$ cat config.mk
export PLATFORM = sky130hd
export DESIGN_NAME = ef_adc_ahbl_drain
export DESIGN_NICKNAME = d
export VERILOG_FILES = /design/src/rtl/ef_adc_ahbl_drain.sv
export SDC_FILE = /design/constraint.sdc
export NUM_CORES = 1
export LEC_CHECK = 0
export BUFFER_PORTS_ARGS = -buffer_cell sky130_fd_sc_hd__buf_2
export CAP_MARGIN = 20
export CORE_MARGIN = 2
export CORE_UTILIZATION = 40
export DETAILED_ROUTE_END_ITERATION = 10
export HOLD_SLACK_MARGIN = 0.06
export PLACE_DENSITY = 0.69
export SLEW_MARGIN = 20
export SYNTH_ARGS = -nofsm -noshare
export SYNTH_HDL_FRONTEND = slang
export SYNTH_SLANG_ARGS = --single-unit
export TNS_END_PERCENT = 50
$ cat constraint.sdc
create_clock -name HCLK -period 6.2 [get_ports HCLK]
set_clock_uncertainty 0.2 [all_clocks]
set_input_delay 0.93 -clock HCLK [delete_from_list [all_inputs] [get_ports HCLK]]
set_output_delay 0.93 -clock HCLK [all_outputs]
set_load 0.02 [all_outputs]
$ cat src/rtl/ef_adc_ahbl_drain.sv
// AHB-Lite initiator that copies words from the ADC DATA register into a
// circular word buffer, one non-pipelined read-then-write pair per word.
module ef_adc_ahbl_drain #(
  parameter int BUF_WORDS = 16,
  parameter int CNT_W     = 8
) (
  input  logic             HCLK,
  input  logic             HRESETn,
  input  logic [31:0]      src_addr,
  input  logic [31:0]      dst_base,
  input  logic [CNT_W-1:0] count,
  input  logic             start,
  input  logic             auto_en,
  input  logic             trig,
  output logic             busy,
  output logic             done,
  output logic             error,
  output logic [CNT_W-1:0] words_done,
  output logic [31:0]      HADDR,
  output logic [1:0]       HTRANS,
  output logic [2:0]       HSIZE,
  output logic             HWRITE,
  output logic [31:0]      HWDATA,
  input  logic [31:0]      HRDATA,
  input  logic             HREADY,
  input  logic             HRESP
);

  localparam int         OFF_W        = $clog2(4 * BUF_WORDS);
  localparam logic [1:0] TRANS_IDLE   = 2'b00;
  localparam logic [1:0] TRANS_NONSEQ = 2'b10;

  typedef enum logic [2:0] {IDLE, RD_A, RD_D, WR_A, WR_D, FIN} state_t;

  state_t           state, state_nx;
  logic             trig_q;
  logic             accept;
  logic             in_data;
  logic             data_ok;
  logic             data_err;
  logic             last_word;
  logic [CNT_W:0]   wd_next;
  logic [31:0]      src_q;
  logic [31:0]      base_q;
  logic [CNT_W-1:0] cnt_q;
  logic [OFF_W-1:0] off_q;

  // A trig edge is only seen against the previous cycle, so edges that land
  // while a burst is running are lost rather than queued.
  assign accept    = (state == IDLE) && (start || (auto_en && trig && !trig_q));
  assign in_data   = (state == RD_D) || (state == WR_D);
  assign data_ok   = in_data && HREADY && !HRESP;
  assign data_err  = in_data && HREADY && HRESP;
  assign wd_next   = {1'b0, words_done} + (CNT_W+1)'(1);
  assign last_word = !(wd_next < {1'b0, cnt_q});
  assign HSIZE     = 3'b010;

  always_comb begin
    // NOTE: default first so every path assigns state_nx and no latch is inferred.
    state_nx = state;
    unique case (state)
      IDLE: if (accept) state_nx = (count == '0) ? FIN : RD_A;
      RD_A: if (HREADY) state_nx = RD_D;
      RD_D: if (HREADY) state_nx = HRESP ? FIN : WR_A;
      WR_A: if (HREADY) state_nx = WR_D;
      WR_D: if (HREADY) state_nx = (HRESP || last_word) ? FIN : RD_A;
      FIN:  state_nx = IDLE;
      default: state_nx = IDLE;
    endcase
  end

  // NOTE: sequential state uses non-blocking assignments so every register
  // samples pre-edge values regardless of process ordering.
  always_ff @(posedge HCLK or negedge HRESETn) begin
    if (!HRESETn) begin
      state  <= IDLE;
      trig_q <= 1'b0;
    end else begin
      state  <= state_nx;
      trig_q <= trig;
    end
  end

  // Bus outputs are registered from the next state so the address phase
  // starts on the cycle after the decision, with no combinational paths out.
  always_ff @(posedge HCLK or negedge HRESETn) begin
    if (!HRESETn) begin
      HADDR      <= '0;
      HTRANS     <= TRANS_IDLE;
      HWRITE     <= 1'b0;
      HWDATA     <= '0;
      busy       <= 1'b0;
      done       <= 1'b0;
      error      <= 1'b0;
      words_done <= '0;
      src_q      <= '0;
      base_q     <= '0;
      cnt_q      <= '0;
      off_q      <= '0;
    end else begin
      HTRANS <= (state_nx == RD_A || state_nx == WR_A) ? TRANS_NONSEQ : TRANS_IDLE;
      HWRITE <= (state_nx == WR_A || state_nx == WR_D);
      busy   <= (state_nx != IDLE);
      done   <= (state_nx == FIN);

      if (state_nx == RD_A)      HADDR <= accept ? src_addr : src_q;
      else if (state_nx == WR_A) HADDR <= base_q + 32'(off_q);

      if (accept) begin
        src_q      <= src_addr;
        base_q     <= dst_base;
        cnt_q      <= count;
        words_done <= '0;
        error      <= 1'b0;
        // The ring position survives across bursts into the same buffer.
        if (dst_base != base_q) off_q <= '0;
      end

      if (data_ok && state == RD_D) HWDATA <= HRDATA;
      if (data_ok && state == WR_D) begin
        words_done <= wd_next[CNT_W-1:0];
        off_q      <= off_q + OFF_W'(4);
      end
      if (data_err) error <= 1'b1;
    end
  end

endmodule

* After elaboration in Yosys (flattened, before gate mapping)
Cells that the tools add are included.
** Word-level totals
- Output and inout port bits :: 81
- Word-level logic and storage cells :: 71
- Register bits after elaboration :: 160
** Operators by class
- Reductions and logical operators :: 24
- Muxes and demuxes :: 20
- Equal/unequal tests :: 9
- Order comparisons :: 1
- Add/subtract/negate cells :: 3
** Operators by type and width (number)
- two-way mux 32 bit :: 3
- adder 32 x 6 -> 32 bit :: 1
- != test 32 bit :: 1
- two-way mux 3 bit :: 8
- two-way mux 6 bit :: 3
- two-way mux 8 bit :: 2
- one-hot mux 3 bit (5 select lines) :: 1
- adder 8 x 1 -> 9 bit (second input constant) :: 1
- == test 3 x 2 -> 1 bit (second input constant) :: 3
- == test 3 bit (second input constant) :: 3
- < comparator 9 x 8 -> 1 bit :: 1
- logical AND 1 bit :: 8
- logical NOT 8 bit :: 1
- nonzero test 2 bit :: 4
- adder 6 x 3 -> 6 bit (second input constant) :: 1
- == test 3 x 1 -> 1 bit (second input constant) :: 2
- logical OR 1 bit :: 5
- logical NOT 1 bit :: 3
- logical NOT 3 bit :: 1
- nonzero test 3 bit :: 1
- two-way mux 1 bit :: 2
- two-way mux 2 bit :: 1
- AND reduction 2 bit :: 1

* Logic depth before layout (Yosys ltp)
- Depth in word-level cells :: 10
- Depth in mapped cells :: 13

* Worst setup path before layout
No wires, ideal clock.
- Path type :: register -> register
- Start :: register words_done[2]
- End :: register HADDR[28]
- Clock period less this slack :: 2.926 ns
- Setup slack :: 3.274 ns
- Arrival :: 2.634 ns
- Buffers on the path :: 2
- Setup time :: 0.092 ns
- Data required time :: 5.908 ns
- Stages on the path, launching flop included :: 13
- Cells stage by stage :: dfrtp_1 and3_1 and3_1 nand3_1 xnor2_1 ha_1 nor4bb_1 nor3_1 a211oi_2 o211ai_1 buf_6 buf_6 o31ai_2
** Between the ends
- Word-level cells in the longest chain between the ends :: 9
- Elaborated cells on any way between the ends :: 11
- Those cells by class :: add/sub (1); order compare (1); eq/ne (2); mux (4); reduce/logical (3)
** Ends and longest elaborated chain
- start, declared :: line 18 : output logic [CNT_W-1:0] words_done,
- start signal, assigned :: line 121 : words_done <= wd_next[CNT_W-1:0];
- adder 8 x 1 -> 9 bit (*) :: line 54 : assign wd_next = {1'b0, words_done} + (CNT_W+1)'(1);
- < comparator 9 x 8 -> 1 bit (*) :: line 55 : assign last_word = !(wd_next < {1'b0, cnt_q});
- logical NOT 1 bit (*) :: line 55
- logical OR 1 bit (*) :: line 66 : WR_D: if (HREADY) state_nx = (HRESP || last_word) ? FIN : RD_A;
- two-way mux 3 bit (*) (2 in series) :: line 66
- one-hot mux 3 bit (5 select lines) (*) :: line 61 : unique case (state)
- == test 3 x 1 -> 1 bit / == test 3 x 2 -> 1 bit (equally long branches) :: line 106, 107
- two-way mux 32 bit / nonzero test 2 bit (equally long branches)
- end signal, assigned :: line 106 : if (state_nx == RD_A) HADDR <= accept ? src_addr : src_q;
- end signal, assigned :: line 107 : else if (state_nx == WR_A) HADDR <= base_q + 32'(off_q);
- end, declared :: line 19 : output logic [31:0] HADDR,
Every way passes the cells marked *; elsewhere a longest branch is shown, timed or not.
A chain may end at the register's enable or synchronous reset.

* Final worst setup path
- Start :: register words_done[0]
- End :: register HADDR[7]
The elaborated chain is that of the path after synthesis.

==> reports/results.txt <==
Max-slew violation count: 0
Synth Area in Simple Gates: 12.07%
Switching Fraction: 40.15%
Buf/Inv on CP: 1
Core area: 18770 um2
Yosys reg bits: 157
Slowest cell delay on critical path: 0.56 ns
Hold Path Depth: 2
Hold path startpoint: HADDR[4]
Vias per cell: 5.120
Synth warn: 0
Grt ovf: 0
RSZ-0062 raised after global routing: no
HP Class: register to register
Synth Area in Adders: 2.122%
Worst path cell trace: ha_1 -> and3_1 -> xor2_1 -> ha_1 -> nand4_1 -> a211oi_1 -> o211ai_1 -> o211ai_1 -> buf_4 -> nor2_1 -> a22o_1
First-pass GRT wire length: 29220 um
CTS tree: yes
# IOs: 192
Worst skew pair latency: 0.43 ns
Cts hold-fix bufs: 0
Multiplexer share of the synthesized area: 15.28%
Post-CTS sizing: 0
Worst Hold End: HADDR[4]
Yosys cell types: 54
Pin count of the biggest net entering global routing: 99
Post-layout min period: 3.426 ns
Die X: 142.4 um
Max frequency: 0.2919 GHz
DIE HEIGHT: 142.4 um
Core Rows: 50
CP max FO: 66
Worst R2R End: HADDR[7]
Final hold viol count: 0
R2r startpoint: words_done[0]
Number of H-tree levels: 4
Routed Wire Length: 18390 um
Seq pwr share: 37.2%
Critical Path Sink Type: register
Net switching power: 2.050 mW
Die Area: 20280 um2
Antenna violations before repair: 1
CTS root buffer: clkbuf_16
Part of the cycle the worst path needs: 55.25%
Post-synth ARST share: 100.0%
Max-Cap Viols: 0
Drt drc: 0
Crit start category: register
Total iterations of the first detailed-routing run: 4
PwrDens: 547.2 nW/um2
Post-layout util: 49.72%
Xor and xnor area share after synthesis: 6.857%
Avg WL per Cell: 16.75 um
Req. time, crit path: 6.31 ns
Postcts setup bufs: 0
Synth Area in Compound Gates: 8.882%
Clk sink count: 157
Setup violators final: 0
Internal power component: 3.056 mW
Via Count: 5622
Number of synthesized flops with an enable pin: 0
Seq/Total Area, Yosys: 51.27%
Main combinational cell family by area after synthesis: multiplexers
Measured slew at the worst slew-check pin: 1.076 ns
Most common cell after layout, fill and taps aside: buf_2
Outcome: completed
Setup TNS: 0 ns
Worst-case reg-to-reg path depth: 11
Crit path arrival time: 3.54 ns
CTS Buffer Depth: 2
Ys flop type: dfrtp_1
Slowest CP cell: buf_4
Area grow syn2layout: 21.76%
Tot GR Track Use: 18.63%
Slew HR: 28.25%
Vias in the first global route: 5488
Post-DRT Antenna Nets: 0
Fill count: 1726
Initial Utilization: 40.83%
# nets final: 974
Worst VDD drop: 227.7 uV
# port buffers: 187
1st-iter DRT viols: 297
Critical Setup Path Class: register to register
Part of the power in combinational logic: 42.6%
Mapped Area: 7664 um2
Reg2reg setup slack: 2.77 ns
Layout cell share with drive strength beyond 1: 39.17%
Hpwl dp: 13430 um
Power share of the clock group: 20.3%
Syn Area/Cell: 11.30 um2
Final GP Congestion: 0.8254
Most frequent cells in the layout: buf_2, dfrtp_1, mux2_2
CP delay by family, top: compound AO/OA/AOI/OAI gates
Lkg Pwr: 4.440 nW
Cells after synthesis: 678
Reg clk slew, reported paths: 0.06 ns
CTS buffer count: 17
-- flip-flops by register name, indices dropped and copies added, names as in the netlist --
name / count
HADDR: 32
HTRANS: 1
HWDATA: 32
HWRITE: 1
base_q: 32
busy: 1
cnt_q: 8
done: 1
error: 1
off_q: 4
src_q: 32
state: 3
trig_q: 1
words_done: 8
-- area by class of cell --
class	instances	area (um2)	area share [%]
multi-input combinational	468	3487	37.37
antenna	1	2.502	0.02682
clock inverter	11	107.6	1.153
timing repair buffer	192	979.7	10.50
inverter	14	52.55	0.5632
tap	234	292.8	3.138
sequential	157	3929	42.10
clock buffer	21	480.5	5.149
-- power groups by stage --
stage                     clock network, mW  logic, mW  registers (mW)
final                                  1.03       2.17            1.90
after global routing                   1.10       2.40            1.97
after CTS                              1.05       2.20            1.90
after detailed placement                  0       2.19            1.91
after global placement                    0       2.15            1.89
after floorplan                           0       1.42            2.05
-- cell families after synthesis --
| family | Yosys count |
|---|---|
| other | 2 |
| muxes | 105 |
| DFF | 157 |
| and+or+nand+nor | 187 |
| AOI/OAI and AO/OA | 99 |
| adders and majority gates | 13 |
| buffers and inverters | 55 |
| xor gates and xnor gates | 60 |
-- synth_stat cells, types with 2 or more instances --
master / instances / share of area [%]
nor2_1: 43 / 2.1
conb_1: 2 / 0.098
o41ai_2: 3 / 0.64
o31ai_1: 7 / 0.69
nor4_1: 16 / 1.3
nand3_2: 2 / 0.26
ha_1: 13 / 2.1
buf_4: 6 / 0.59
nor3b_1: 2 / 0.20
o31ai_2: 4 / 0.65
a211oi_1: 7 / 0.69
or4_1: 2 / 0.20
inv_1: 13 / 0.64
and3_1: 7 / 0.57
buf_6: 2 / 0.29
nand2b_1: 3 / 0.24
o22ai_1: 2 / 0.16
dfrtp_1: 157 / 51
clkbuf_1: 16 / 0.78
xor2_1: 48 / 5.5
nor3_1: 7 / 0.46
and4_1: 3 / 0.34
or2_2: 2 / 0.16
o211ai_1: 2 / 0.20
xnor2_1: 12 / 1.4
buf_2: 15 / 0.98
nand2_1: 64 / 3.1
mux2_2: 96 / 14
mux2i_1: 9 / 1.2
o211a_1: 2 / 0.26
nand3b_1: 2 / 0.20
nand4_1: 9 / 0.73
o2bb2ai_1: 2 / 0.23
a21oi_1: 15 / 0.98
nand3_1: 19 / 1.2
o21ai_0: 38 / 2.5
buf_1: 2 / 0.098
a41oi_1: 2 / 0.23
a21o_1: 7 / 0.69
-- stage by stage --
stage / power (mW) / cells / worst slack (ns) / area (um2) / hold WS [ns]
after floorplan: 3.473 / 680 / 3.274 / 7671 / 0.2716
after global placement: 4.043 / 1065 / 2.659 / 8741 / 0.2585
after detailed placement: 4.106 / 1065 / 2.635 / 8741 / 0.2711
after CTS: 5.151 / 1097 / 2.787 / 9329 / 0.2848
after global routing: 5.466 / 1098 / 2.591 / 9331 / 0.3074
final: 5.106 / 1098 / 2.774 / 9331 / 0.2727
-- worst max path at each step --
stage / start / endpoint / slack [ns] / cells after the start
2_1_floorplan: words_done[2] / HADDR[28] / 3.27 / 12
3_3_place_gp: HREADY / HADDR[24] / 2.66 / 9
3_5_place_dp: HREADY / HADDR[7] / 2.63 / 8
4_1_cts: words_done[0] / HADDR[7] / 2.79 / 11
5_1_grt: words_done[0] / HADDR[7] / 2.59 / 11
6_report: words_done[0] / HADDR[7] / 2.77 / 11
-- routing by layer --
layer	up-vias	global-route usage (%)	share of wire [%]
met1	2722	25.40	46
li1	2727	-	-
met5	-	0	0
met3	24	5.350	6.1
met2	149	28.43	46
met4	0	6.774	1.9
-- tightest hold or removal path: cells and delay by family (launching register included) --
family	cells	cell delay, ns
compound gates	1	0.06
flops	1	0.34
simple gates	1	0.05
No activity file was read; power rests on OpenSTA's default activity.
